==> src/rtl/tbus_arbiter_pkg.sv <==
// Shared types and encodings for the tbus two-requester arbiter.
package tbus_arbiter_pkg;

    // Datapath widths (index / data / mask are all result-width words)
    localparam int RESULT_W      = 64;
    localparam int TBUS_OPTYPE_W = 2;

    typedef logic [RESULT_W-1:0]      result_t;
    typedef logic [TBUS_OPTYPE_W-1:0] tbus_optype_t;

    localparam tbus_optype_t TBUS_READ  = 2'd0;
    localparam tbus_optype_t TBUS_WRITE = 2'd1;

    // Arbiter FSM states
    typedef enum logic [1:0] {
        ARB_IDLE        = 2'd0,
        ARB_GRANT       = 2'd1,
        ARB_OUTSTANDING = 2'd2
    } arb_state_e;

    // Requester IDs
    localparam logic ARB_REQ_IFU = 1'b0;
    localparam logic ARB_REQ_LSU = 1'b1;

    // One requester's tbus payload
    typedef struct packed {
        result_t      index;
        result_t      write_data;
        result_t      write_mask;
        tbus_optype_t optype;
    } tbus_req_t;

endpackage

==> src/rtl/tbus_rr_pick.sv <==
// Combinational 2-way round-robin pick: on a tie the requester that did
// not win last time is chosen.
module tbus_rr_pick
    import tbus_arbiter_pkg::*;
(
    input  logic [1:0] req_valid,
    input  logic       last_grant,
    output logic       winner,
    output logic       any
);

    // Single requester wins outright; tie goes to the one not granted last
    always_comb begin
        any = |req_valid;
        if (req_valid == 2'b11)
            winner = ~last_grant;
        else if (req_valid[1])
            winner = ARB_REQ_LSU;
        else
            winner = ARB_REQ_IFU;
    end

endmodule

==> src/rtl/tbus_arbiter.sv <==
// Shares the tbus channel between the IFU (requester 0) and the LSU
// (requester 1). One transaction at a time, held from index handshake to
// operation_done, with LSU flush handling and a hang watchdog.
module tbus_arbiter
    import tbus_arbiter_pkg::*;
#(
    parameter int TIMEOUT_CYCLES = 1024
) (
    input  logic                     clock,
    input  logic                     reset_n,
    input  logic [1:0]               req_valid,
    output logic [1:0]               req_ready,
    input  logic [RESULT_W-1:0]      req_index_0,
    input  logic [RESULT_W-1:0]      req_index_1,
    input  logic [RESULT_W-1:0]      req_write_data_0,
    input  logic [RESULT_W-1:0]      req_write_data_1,
    input  logic [RESULT_W-1:0]      req_write_mask_0,
    input  logic [RESULT_W-1:0]      req_write_mask_1,
    input  logic [TBUS_OPTYPE_W-1:0] req_optype_0,
    input  logic [TBUS_OPTYPE_W-1:0] req_optype_1,
    output logic [1:0]               resp_done,
    output logic [RESULT_W-1:0]      resp_read_data,
    input  logic                     lsu_flush,
    output logic                     tbus_index_valid,
    input  logic                     tbus_index_ready,
    output logic [RESULT_W-1:0]      tbus_index,
    output logic [RESULT_W-1:0]      tbus_write_data,
    output logic [RESULT_W-1:0]      tbus_write_mask,
    output logic [TBUS_OPTYPE_W-1:0] tbus_operation_type,
    input  logic [RESULT_W-1:0]      tbus_read_data,
    input  logic                     tbus_operation_done,
    output logic                     timeout_err
);

    arb_state_e  state_q;
    logic        grant_id_q;
    logic        last_grant_q;
    logic        drop_q;
    logic [15:0] wd_cnt_q;
    logic        timeout_q;

    logic        pick_winner;
    logic        pick_any;
    tbus_req_t   req0, req1, payload;
    logic        in_grant, in_out;
    logic        flush_hit;
    logic        fire;
    logic        done_ok;

    tbus_rr_pick u_pick (
        .req_valid  (req_valid),
        .last_grant (last_grant_q),
        .winner     (pick_winner),
        .any        (pick_any)
    );

    assign req0 = '{index: req_index_0, write_data: req_write_data_0,
                    write_mask: req_write_mask_0, optype: req_optype_0};
    assign req1 = '{index: req_index_1, write_data: req_write_data_1,
                    write_mask: req_write_mask_1, optype: req_optype_1};

    // Grant-side decode: payload mux, handshake and completion routing
    always_comb begin
        in_grant  = (state_q == ARB_GRANT);
        in_out    = (state_q == ARB_OUTSTANDING);
        // A flush only ever targets the LSU's transaction
        flush_hit = lsu_flush && (grant_id_q == ARB_REQ_LSU);
        fire      = in_grant && !flush_hit && tbus_index_ready;
        payload   = '0;
        if (in_grant)
            payload = (grant_id_q == ARB_REQ_LSU) ? req1 : req0;
        // A flush landing in the same cycle as done is treated as already
        // having killed the transaction, so its response is dropped too.
        done_ok   = tbus_operation_done &&
                    ((in_grant && fire) || (in_out && !drop_q && !flush_hit));
        req_ready = '0;
        req_ready[grant_id_q] = fire;
        resp_done = '0;
        resp_done[grant_id_q] = done_ok;
    end

    assign tbus_index_valid    = in_grant && !flush_hit;
    assign tbus_index          = payload.index;
    assign tbus_write_data     = payload.write_data;
    assign tbus_write_mask     = payload.write_mask;
    assign tbus_operation_type = payload.optype;
    assign resp_read_data      = tbus_read_data;
    assign timeout_err         = timeout_q;

    // Arbitration FSM with grant owner, round-robin history and drop flag
    always_ff @(posedge clock or negedge reset_n) begin
        if (!reset_n) begin
            state_q      <= ARB_IDLE;
            grant_id_q   <= ARB_REQ_IFU;
            last_grant_q <= ARB_REQ_LSU;
            drop_q       <= 1'b0;
        end else begin
            case (state_q)
                ARB_IDLE: begin
                    if (pick_any) begin
                        grant_id_q <= pick_winner;
                        state_q    <= ARB_GRANT;
                    end
                end
                ARB_GRANT: begin
                    if (flush_hit) begin
                        state_q <= ARB_IDLE;
                    end else if (fire) begin
                        last_grant_q <= grant_id_q;
                        drop_q       <= 1'b0;
                        state_q      <= tbus_operation_done ? ARB_IDLE : ARB_OUTSTANDING;
                    end
                end
                ARB_OUTSTANDING: begin
                    if (tbus_operation_done) begin
                        drop_q  <= 1'b0;
                        state_q <= ARB_IDLE;
                    end else if (flush_hit) begin
                        drop_q  <= 1'b1;
                    end
                end
                default: state_q <= ARB_IDLE;
            endcase
        end
    end

    // Watchdog: count OUTSTANDING cycles, raise a sticky flag at the limit
    always_ff @(posedge clock or negedge reset_n) begin
        if (!reset_n) begin
            wd_cnt_q  <= '0;
            timeout_q <= 1'b0;
        end else begin
            if (in_out && !tbus_operation_done) begin
                if (wd_cnt_q != 16'hFFFF)
                    wd_cnt_q <= wd_cnt_q + 16'd1;
            end else begin
                wd_cnt_q <= '0;
            end
            // The count becomes TIMEOUT_CYCLES this edge, flag rises with it
            if (in_out && (int'(wd_cnt_q) + 1 >= TIMEOUT_CYCLES))
                timeout_q <= 1'b1;
        end
    end

endmodule

==> config.mk <==
export PLATFORM = sky130hd
export DESIGN_NAME = tbus_arbiter
export DESIGN_NICKNAME = d
export VERILOG_FILES = /design/src/rtl/tbus_arbiter_pkg.sv /design/src/rtl/tbus_rr_pick.sv /design/src/rtl/tbus_arbiter.sv
export SDC_FILE = /design/constraint.sdc
export NUM_CORES = 1
export LEC_CHECK = 0
export BUFFER_PORTS_ARGS = -buffer_cell sky130_fd_sc_hd__buf_2
export CORE_AREA = 5 5 282 284
export DETAILED_ROUTE_END_ITERATION = 10
export DIE_AREA = 0 0 287 289
export GPL_TIMING_DRIVEN = 0
export HOLD_SLACK_MARGIN = 0.03
export PLACE_DENSITY = 0.3
export SLEW_MARGIN = 20
export SYNTH_ARGS = -nofsm -noshare
export SYNTH_HDL_FRONTEND = slang
export SYNTH_SLANG_ARGS = --single-unit
==> constraint.sdc <==
create_clock -name clock -period 2.3 [get_ports clock]
set_clock_uncertainty 0.15 [all_clocks]
set_input_delay 0.115 -clock clock [delete_from_list [all_inputs] [get_ports clock]]
set_output_delay 0.115 -clock clock [all_outputs]
set_load 0.005 [all_outputs]
==> results of run 1 <==
## cells by family after synthesis
kind of cell | after synthesis | share of synthesized area (%)
and+or+nand+nor | 253 | 23.0
xor gates and xnor gates | 13 | 2.46
buffers and inverters | 120 | 15.5
DFF | 22 | 11.9
AOI/OAI and AO/OA | 26 | 3.74
muxes | 195 | 42.3
adders and majority gates | 4 | 1.08
## cell type report
type / count / area share, %
clock buffer: 4 / 0.904
buffer: 110 / 7.93
multi-input combinational: 491 / 37.9
sequential: 22 / 5.61
inverter: 8 / 0.356
tap: 1040 / 13.2
timing repair buffer: 661 / 33.9
antenna: 8 / 0.204
## worst max-delay path: cells and delay by family, from the launching register on
kind / cells / cell delay, ns
buf+inv: 3 / 0.76
simple gates: 1 / 0.06
flops: 1 / 0.46
mux: 1 / 0.43
## cell usage in the layout, fill, tap and decap left out, drive strengths merged, types with 7 or more instances in the layout
| cell type | netlist | layout |
|---|---|---|
| dfrtp | 21 | 21 |
| inv | 7 | 7 |
| diode | 0 | 8 |
| nor2 | 209 | 209 |
| xnor2 | 10 | 10 |
| mux2i | 194 | 194 |
| nand2 | 16 | 16 |
| nand3 | 8 | 8 |
| buf | 87 | 749 |
| clkbuf | 25 | 23 |
| a21oi | 8 | 8 |
## flip-flops by register name (all words and copies together), names as in the netlist
signal,cells
wd_cnt_q,16
state_q,2
drop_q,1
grant_id_q,1
last_grant_q,1
timeout_err,1
## power groups by stage
stage	combinational [mW]	clock, mW	sequential (mW)
floorplan	3.81	0	0.463
global route	9.62	0.439	0.486
global placement	8.26	0	0.468
finish	8.86	0.412	0.478
CTS	8.87	0.428	0.480
detailed placement	8.32	0	0.470
## through the flow
stage | instance area, um^2 | util, %
floorplan | 4620 | -
global placement | 9220 | 12.0
detailed placement | 9220 | 12.0
CTS | 9650 | 12.6
global route | 9820 | 12.8
finish | 9830 | 12.8
## repair_timing
| item | CTS | global route |
|---|---|---|
| hold buffers | 3 | 0 |
| endpoints found under the hold margin | 22 | 0 |
| endpoints found under the setup margin | 201 | 102 |
| setup buffers | 0 | 0 |
| gates resized for setup | 97 | 61 |
## routing by layer
metal / wire length (um) / vias up
li1: - / 3401
met4: 935 / 2
met5: 10 / -
met1: 20800 / 3250
met3: 4390 / 30
met2: 22400 / 416
## path summary, 6_finish.rpt
path,start,cells past startpoint,to
max,grant_id_q$_DFFE_PN0P_,5,tbus_write_mask[50]
min,tbus_index_ready,3,last_grant_q$_DFFE_PN1P_
max reg2reg,state_q[0]$_DFFE_PN0P_,6,state_q[1]$_DFFE_PN0P_
min reg2reg,last_grant_q$_DFFE_PN1P_,1,last_grant_q$_DFFE_PN1P_
max in group asynchronous,reset_n,2,last_grant_q$_DFFE_PN1P_
min in group asynchronous,reset_n,2,wd_cnt_q[2]$_DFFE_PN0P_
==> flow_summary_export.csv, run 1 <==
group,metric,value,unit
power,power_frac_comb,90.9,%
finish,seq_area,552,um^2
sta,maxSlewHeadroom,64.0,%
clock_network,clkSlewWorstSetupHoldPaths,0.06,ns
finish,area_growth,113,%
place,dp.cells,2331,
clock_network,cts_tree,"built",
clock_network,cts_buffers,3,
sta,finalSetupViolCount,0,
finish,finalNonFillerCells,2344,
min_path,hold_class,"in -> reg",
routing,drtIter0Drc,231,
worst_setup_path,crit_top_cell,"buf_2",
power,p_int,4.21,mW
yosys,syn-num-nets,1096,
finish,drive_above_1_share,65.2,%
clock_network,h-tree-depth,1,
sta,hold_viol_final,0,
worst_setup_path,crit_required,2.04,ns
global_routing,track_usage,10.5,%
global_routing,grt_pass1_wl,61100,um
yosys,ys.flop_type,"dfrtp_1",
power,p_sw_share,56.8,%
global_routing,use_met3,3.04,%
yosys,netlist_top_cells_area,"mux2i_1 (42%), nor2_1 (17%), dfrtp_1 (11%), buf_4 (10%), buf_2 (2.2%)",
floorplan,dieArea,82900,um^2
power,power.total,9.75,mW
yosys,synth_top_cell_area_share,42.0,%
sta,postLayoutSetupSlackWorst,0.0601,ns
sta,holdWs,0.0372,ns
yosys,synthCells,633,
clock_network,cts-root-buf,"clkbuf_16",
floorplan,fp.coreArea,76800,um^2
global_routing,grt_max_degree,23,
floorplan,die_h,289,um
power,power.switching,5.54,mW
yosys,synthArstFlopShare,100,%
sta,max_slew.worst_pin.slew,0.541,ns
place,globalplace.congestion,0.862,
finish,fillCellCount,9097,
clock_network,cts.sinks,22,
worst_setup_path,worst_ep_arrival_time,1.97,ns
worst_setup_path,end_kind,"output port",
worst_setup_path,max_stage_delay,0.46,ns
yosys,synth_area,4620,um^2
global_routing,antenna_found_initial,21,
finish,multiInputGateArea,3720,um^2
yosys,synth_warnings,0,
global_routing,grt_remaining_overflow,0,
worst_setup_path,crit_fanout,10,
global_routing,grt_busiest_layer,"met2",
global_routing,grt_use_met2,17.7,%
power,p_clk_share,4.2,%
clock_network,clockBufferDepth,2,
sta,fin_crit,2.24,ns
sta,max_freq,446,MHz
floorplan,num_rows,102,
routing,wl_per_cell,20.7,um
place,io_buffers,658,
yosys,ys_ff_latch,22,
worst_setup_path,crit_type,"reg -> out",
global_routing,use_met1,14.1,%
worst_setup_path,worstSetupStartpointType,"flop",
clock_network,clk_latency,0.26,ns
sta,rsz0062_at_grt,"true",
yosys,yosysUniqueCellTypes,45,
routing,first_pass_iters,4,
routing,drtAntennaViolNets,0,
worst_setup_path,critical_path.slowest_cell,"dfrtp_1",
yosys,syn_avg_cell_area,7.30,um^2
worst_setup_path,crit_chain,"clkbuf_8 > buf_2 > mux2i_1 > nor2_1 > buf_2",
place,dp_hpwl,45400,um
global_routing,first_global_vias,7369,
floorplan,dieWidth,287,um
floorplan,initial_utilization,6.02,%
power,pwr-share-seq,4.9,%
routing,avgViaCountPerCell,3.03,
finish,nNetsFinal,1760,
yosys,synth_edf_count,0,
place,pre_cts_ws,-1.14,ns
routing,drc,0,
sta,maxSlewViolCount,0,
floorplan,ios,723,
power,pwr_density_cell,992,nW/um^2
yosys,synth_common_cells,"nor2_1 (209), mux2i_1 (194), buf_4 (64)",
yosys,synth.most_common_cell,"nor2_1",
sta,tns,0,ns
yosys,yosysTopAreaCell,"mux2i_1",
flow_run,max_cap_violations,0,
routing,wl,48500,um
yosys,yosysSeqAreaShare,11.9,%
outcome,status,"completed",
power,cellLeakagePower,5.41,nW
power,vdd_drop_max,0.407,mV
routing,vias,7099,
worst_setup_path,rrSetupSlack,0.20,ns
sta,min_period_over_period,97.4,%
Power figures use the tool's default switching activity.
==> inputs of run 2 (changes only) <==
--- a/config.mk
+++ b/config.mk
@@ -5,10 +5,11 @@
 export SDC_FILE = /design/constraint.sdc
 export NUM_CORES = 1
 export LEC_CHECK = 0
+export ABC_AREA = 1
 export BUFFER_PORTS_ARGS = -buffer_cell sky130_fd_sc_hd__buf_2
-export CORE_AREA = 5 5 282 284
+export CORE_AREA = 5 5 281 283
 export DETAILED_ROUTE_END_ITERATION = 10
-export DIE_AREA = 0 0 287 289
+export DIE_AREA = 0 0 286 288
 export GPL_TIMING_DRIVEN = 0
 export HOLD_SLACK_MARGIN = 0.03
 export PLACE_DENSITY = 0.3
==> flow_summary_export.csv, run 2 <==
group,metric,value,unit
yosys,netlist_top_cells_area,"nor2_1 (33%), o21ai_0 (22%), buf_4 (12%), dfrtp_1 (11%), nand2_1 (3.9%)",
yosys,synthCells,884,
finish,largest_register_ffs,16,
yosys,synth_area,4570,um^2
sta,maxSlewViolCount,0,
worst_setup_path,worstSetupStartpointType,"flop",
routing,drtIter0Drc,294,
yosys,syn_avg_cell_area,5.17,um^2
clock_network,cts_buffers,3,
yosys,synth_common_cells,"nor2_1 (403), o21ai_0 (199), buf_4 (74)",
global_routing,grt_remaining_overflow,0,
worst_setup_path,crit_type,"reg -> out",
finish,top_register,"wd_cnt_q",
power,vdd_drop_max,0.401,mV
global_routing,grt_pass1_wl,69400,um
place,dp_hpwl,49100,um
routing,first_pass_iters,5,
routing,wl,54200,um
sta,fin_crit,2.23,ns
sta,rsz0062_at_grt,"true",
worst_setup_path,worst_ep_arrival_time,1.96,ns
floorplan,num_rows,102,
clock_network,cts_tree,"built",
yosys,synth.most_common_cell,"nor2_1",
worst_setup_path,crit_fanout,10,
place,globalplace.congestion,0.915,
yosys,ys.flop_type,"dfrtp_1",
clock_network,clockBufferDepth,2,
sta,min_period_over_period,96.8,%
routing,drc,0,
power,cellLeakagePower,5.20,nW
finish,drive_above_1_share,53.6,%
sta,max_slew.worst_pin.slew,0.626,ns
routing,vias,8424,
outcome,status,"completed",
finish,area_growth,110,%
global_routing,track_usage,12.0,%
global_routing,antenna_found_initial,17,
power,pwr_density_cell,1100,nW/um^2
flow_run,max_cap_violations,0,
finish,mostFrequentLayoutCells,"buf_2 (647), nor2_1 (376), o21ai_0 (193)",
finish,nNetsFinal,2014,
clock_network,clk_latency,0.26,ns
worst_setup_path,end_kind,"output port",
min_path,hold_class,"in -> reg",
yosys,synthArstFlopShare,100,%
finish,reg_top3,"wd_cnt_q: 16 flops, state_q: 2 flops",
global_routing,grt_max_degree,23,
finish,layout_commonest_cell,"buf_2",
yosys,yosysSeqAreaShare,12.1,%
yosys,yosysUniqueCellTypes,33,
clock_network,cts.sinks,22,
power,power.total,10.6,mW
worst_setup_path,crit_required,2.04,ns
floorplan,dieArea,82400,um^2
sta,hold_viol_final,0,
routing,avgViaCountPerCell,3.30,
floorplan,die_h,288,um
sta,max_freq,449,MHz
sta,maxSlewHeadroom,57.7,%
global_routing,first_global_vias,8771,
clock_network,h-tree-depth,1,
yosys,synth_top_cell_area_share,33.1,%
yosys,ys_ff_latch,22,
routing,drtAntennaViolNets,0,
clock_network,cts-root-buf,"clkbuf_16",
clock_network,clkSlewWorstSetupHoldPaths,0.06,ns
yosys,synth_warnings,0,
floorplan,ios,723,
sta,finalSetupViolCount,0,
floorplan,dieWidth,286,um
routing,wl_per_cell,21.3,um
yosys,yosysTopAreaCell,"nor2_1",
yosys,syn-num-nets,1347,
place,io_buffers,658,
floorplan,initial_utilization,5.98,%
finish,fin_util,12.6,%
yosys,synth_edf_count,0,
floorplan,fp.coreArea,76400,um^2
-- run 2: cell types whose count changed after synthesis, sizes merged, moves of 13 or more --
cell    previous run  this run
nor2             209       411
mux2i            194         0
inv                7        20
clkbuf            25        41
o21ai              4       206
nand2             16        53
-- run 2: routing by layer --
metal	up-vias	track usage (%)	part of all wire, %
met5	-	0	0.065
met4	6	4.58	3.0
met3	50	6.25	13
li1	4116	-	-
met2	490	18.7	45
met1	3762	13.9	39
-- run 2: cells by family after synthesis --
logic type | synth area share [%]
XOR/XNOR | 1.34
adder cells (fa/ha/maj) | 1.09
AO/OA/AOI/OAI | 23.9
AND/OR/NAND/NOR | 42.7
buffers and inverters | 18.9
flip-flops | 12.1
-- run 2: cell type report --
| cell class | count | area [um^2] |
|---|---|---|
| timing repair buffer | 662 | 3430 |
| clock buffer | 4 | 78.8 |
| tap | 988 | 1240 |
| buffer | 129 | 961 |
| sequential | 22 | 552 |
| inverter | 23 | 93.8 |
| multi-input combinational | 710 | 3240 |
| fill | 9157 | 66800 |
| antenna | 12 | 30.0 |
-- run 2: critical path, stage by stage (launching register included) --
cell and delay (ns):
dfrtp_1 0.42, buf_12 0.17, buf_6 0.16, inv_8 0.11, buf_12 0.16, buf_8 0.15
nor2_1 0.06, nor2_2 0.24, buf_6 0.21
-- run 2: metrics by stage --
stage / hold slack [ns] / cells / setup TNS [ns] / worst slack, ns / instance area [um^2]
2_1_floorplan: -0.331 / 884 / 0 / 0.691 / 4570
3_3_place_gp: -0.0128 / 2530 / -37.98 / -0.623 / 9100
3_5_place_dp: -0.00133 / 2530 / -44.24 / -0.672 / 9100
4_1_cts: 0.0374 / 2537 / 0 / 0.00748 / 9520
5_1_grt: 0.0575 / 2545 / -0.00495 / -0.00250 / 9610
6_report: 0.0352 / 2550 / 0 / 0.0746 / 9620
-- run 2: worst paths after layout --
| check | slack [ns] | start | endpoint | cells after the start |
|---|---|---|---|---|
| min in group asynchronous | 0.26 | reset_n | wd_cnt_q[2]$_DFFE_PN0P_ | 2 |
| worst max register to register | 0.37 | wd_cnt_q[1]$_DFFE_PN0P_ | wd_cnt_q[0]$_DFFE_PN0P_ | 8 |
| worst min register to register | 0.32 | last_grant_q$_DFFE_PN1P_ | last_grant_q$_DFFE_PN1P_ | 2 |
| worst min-delay path | 0.04 | tbus_operation_done | state_q[1]$_DFFE_PN0P_ | 4 |
| worst max-delay path | 0.07 | grant_id_q$_DFFE_PN0P_ | tbus_write_data[57] | 8 |
| max in group asynchronous | 1.36 | reset_n | last_grant_q$_DFFE_PN1P_ | 2 |
-- run 2: where the power goes --
part | internal, mW | switching [mW] | total (mW)
clock network | 0.237 | 0.146 | 0.383
logic | 3.43 | 6.30 | 9.73
registers | 0.438 | 0.0425 | 0.481
-- run 2: timing repair --
| item | 4_1_cts | 5_1_grt |
|---|---|---|
| hold endpoints to repair | 22 | 0 |
| cloned | 1 | 0 |
| resized for setup | 106 | 49 |
| buffers inserted | 0 | 1 |
| pin swaps | 5 | 12 |
| endpoints found under the setup margin | 196 | 87 |
| hold buffers | 2 | 0 |
==> inputs of run 3 (changes only) <==
--- a/config.mk
+++ b/config.mk
@@ -7,12 +7,14 @@
 export LEC_CHECK = 0
 export ABC_AREA = 1
 export BUFFER_PORTS_ARGS = -buffer_cell sky130_fd_sc_hd__buf_2
-export CORE_AREA = 5 5 281 283
+export CELL_PAD_IN_SITES_DETAIL_PLACEMENT = 0
+export CELL_PAD_IN_SITES_GLOBAL_PLACEMENT = 1
+export CORE_AREA = 5 5 278 280
 export DETAILED_ROUTE_END_ITERATION = 10
-export DIE_AREA = 0 0 286 288
+export DIE_AREA = 0 0 283 285
 export GPL_TIMING_DRIVEN = 0
 export HOLD_SLACK_MARGIN = 0.03
-export PLACE_DENSITY = 0.3
+export PLACE_DENSITY = 0.39
 export SLEW_MARGIN = 20
 export SYNTH_ARGS = -nofsm -noshare
 export SYNTH_HDL_FRONTEND = slang
==> flow_summary_export.csv, run 3 (synthesis results as in run 2) <==
group,metric,value,unit
finish,area_growth,109,%
sta,fin_crit,2.22,ns
routing,avgViaCountPerCell,3.27,
clock_network,cts_buffers,3,
finish,stdcell_area,9570,um^2
sta,postLayoutSetupSlackWorst,0.0818,ns
finish,top_register,"wd_cnt_q",
finish,mostFrequentLayoutCells,"buf_2 (654), nor2_1 (385), o21ai_0 (189)",
power,power.total,10.2,mW
sta,min_period_over_period,96.4,%
min_path,min_from,"req_valid[0]",
global_routing,grt_busiest_layer,"met2",
routing,wl,48100,um
floorplan,num_rows,100,
worst_setup_path,worst_ep_arrival_time,1.95,ns
finish,drive_above_1_share,53.2,%
finish,nNetsFinal,2017,
finish,fillCellCount,8901,
routing,wl_per_cell,19.0,um
sta,rsz0062_at_grt,"true",
sta,tns,0,ns
routing,drtIter0Drc,334,
global_routing,grt_remaining_overflow,0,
min_path,min_path_cells,3,
sta,maxSlewHeadroom,56.2,%
sta,maxSlewViolCount,0,
routing,drtAntennaViolNets,0,
worst_setup_path,rrSetupSlack,0.41,ns
routing,vias,8251,
clock_network,clockBufferDepth,2,
worst_setup_path,r2r-end,"wd_cnt_q[0]$_DFFE_PN0P_",
finish,reg_top3,"wd_cnt_q: 16 flops, state_q: 2 flops",
min_path,hold_class,"in -> reg",
sta,max_slew.worst_pin.slew,0.648,ns
floorplan,die_h,285,um
worst_setup_path,worstSetupStartpointType,"flop",
floorplan,initial_utilization,6.17,%
floorplan,dieWidth,283,um
worst_setup_path,crit_type,"reg -> out",
clock_network,clk_latency,0.26,ns
worst_setup_path,r2r_start,"wd_cnt_q[1]$_DFFE_PN0P_",
global_routing,first_global_vias,8686,
global_routing,grt_max_degree,23,
floorplan,ios,723,
place,dp_hpwl,43100,um
routing,first_pass_iters,5,
global_routing,use_met3,3.97,%
worst_setup_path,critical_path.slowest_cell,"dfrtp_1",
worst_setup_path,max_stage_delay,0.39,ns
place,io_buffers,658,
clock_network,cts-root-buf,"clkbuf_16",
worst_setup_path,cp_top_family,"buffers and inverters",
finish,layout_commonest_cell,"buf_2",
floorplan,dieArea,80700,um^2
worst_setup_path,reg2regPathDepth,8,
place,pre_cts_ws,-0.950,ns
worst_setup_path,crit_chain,"buf_6 > buf_4 > inv_8 > buf_12 > buf_8 > nor2_1 > nor2_2 > buf_2",
min_path,holdPathEnd,"grant_id_q$_DFFE_PN0P_",
global_routing,antenna_found_initial,14,
power,pwr_density_cell,1070,nW/um^2
worst_setup_path,crit_required,2.04,ns
global_routing,grt_pass1_wl,64300,um
clock_network,h-tree-depth,1,
worst_setup_path,crit_fanout,10,
place,globalplace.congestion,0.838,
clock_network,clkSlewWorstSetupHoldPaths,0.06,ns
sta,hold_viol_final,0,
clock_network,cts_tree,"built",
clock_network,cts.sinks,22,
power,cellLeakagePower,5.22,nW
worst_setup_path,cp.buffers_inverters,6,
flow_run,max_cap_violations,0,
global_routing,grt_use_met2,19.1,%
sta,max_freq,451,MHz
global_routing,use_met1,12.9,%
outcome,status,"completed",
global_routing,track_usage,10.8,%
finish,largest_register_ffs,16,
floorplan,fp.coreArea,74200,um^2
place,placed_cell_area,9080,um^2
worst_setup_path,end_kind,"output port",
sta,finalSetupViolCount,0,
power,vdd_drop_max,0.519,mV
sta,holdWs,0.0630,ns
routing,drc,0,
==> run 3: cell types whose count changed in the layout (fill, tap and decap cells not counted), moves of 6 or more <==
cell	change
buf_6	-6
diode_2	-9
nor2_1	+9
nor2_2	-8
buf_2	+7
==> run 3: metrics by stage <==
stage                     instances  utilization [%]
after floorplan                 884                -
after global placement         2511             12.2
after detailed placement       2511             12.2
after CTS                      2520             12.8
after global routing           2522             12.9
final                          2525             12.9
==> run 3: worst max-delay path by stage <==
stage	start	to	slack, ns	cells after the start
3_3_place_gp	state_q[1]$_DFFE_PN0P_	tbus_index[13]	-0.87	7
6_report	grant_id_q$_DFFE_PN0P_	tbus_write_data[62]	0.08	8
5_1_grt	grant_id_q$_DFFE_PN0P_	tbus_write_data[62]	-0.03	8
3_5_place_dp	state_q[1]$_DFFE_PN0P_	tbus_write_data[62]	-0.95	7
2_1_floorplan	state_q[1]$_DFFE_PN0P_	tbus_index[10]	0.69	6
4_1_cts	state_q[1]$_DFFE_PN0P_	tbus_write_data[62]	-0.003	7
==> run 3: area by class of cell <==
| type | instances | area, um^2 | area share [%] |
|---|---|---|---|
| Timing Repair Buffer | 666 | 3420 | 35.8 |
| Clock inverter | 1 | 30.0 | 0.314 |
| Tap cell | 969 | 1210 | 12.7 |
| Multi-Input combinational cell | 710 | 3220 | 33.6 |
| Antenna cell | 3 | 7.51 | 0.0785 |
| Sequential cell | 22 | 552 | 5.77 |
| Clock buffer | 3 | 75.1 | 0.785 |
| Inverter | 23 | 93.8 | 0.981 |
| Buffer | 128 | 958 | 10.0 |
==> run 3: timing repair <==
action / 4_1_cts / 5_1_grt
pin swaps: 4 / 5
hold buffers: 4 / 0
cloned: 0 / 1
endpoints found under the hold margin: 24 / 0
resized for setup: 100 / 27
endpoints found under the setup margin: 198 / 48
buffers inserted: 2 / 1
==> run 3: power breakdown <==
part / total (mW) / internal [mW] / switching, mW
registers: 0.476 / 0.438 / 0.0375
logic: 9.22 / 3.37 / 5.85
clock network: 0.506 / 0.346 / 0.160
==> run 3: tightest hold or removal path, stage by stage <==
cell	delay [ns]
buf_2	0.12
nand2_1	0.05
a32o_1	0.14
==> run 3: per-layer routing <==
metal / part of all wire, % / wire length, um
met1: 41 / 19800
met3: 9.0 / 4340
met4: 1.7 / 839
met2: 48 / 23100
met5: 0.021 / 10
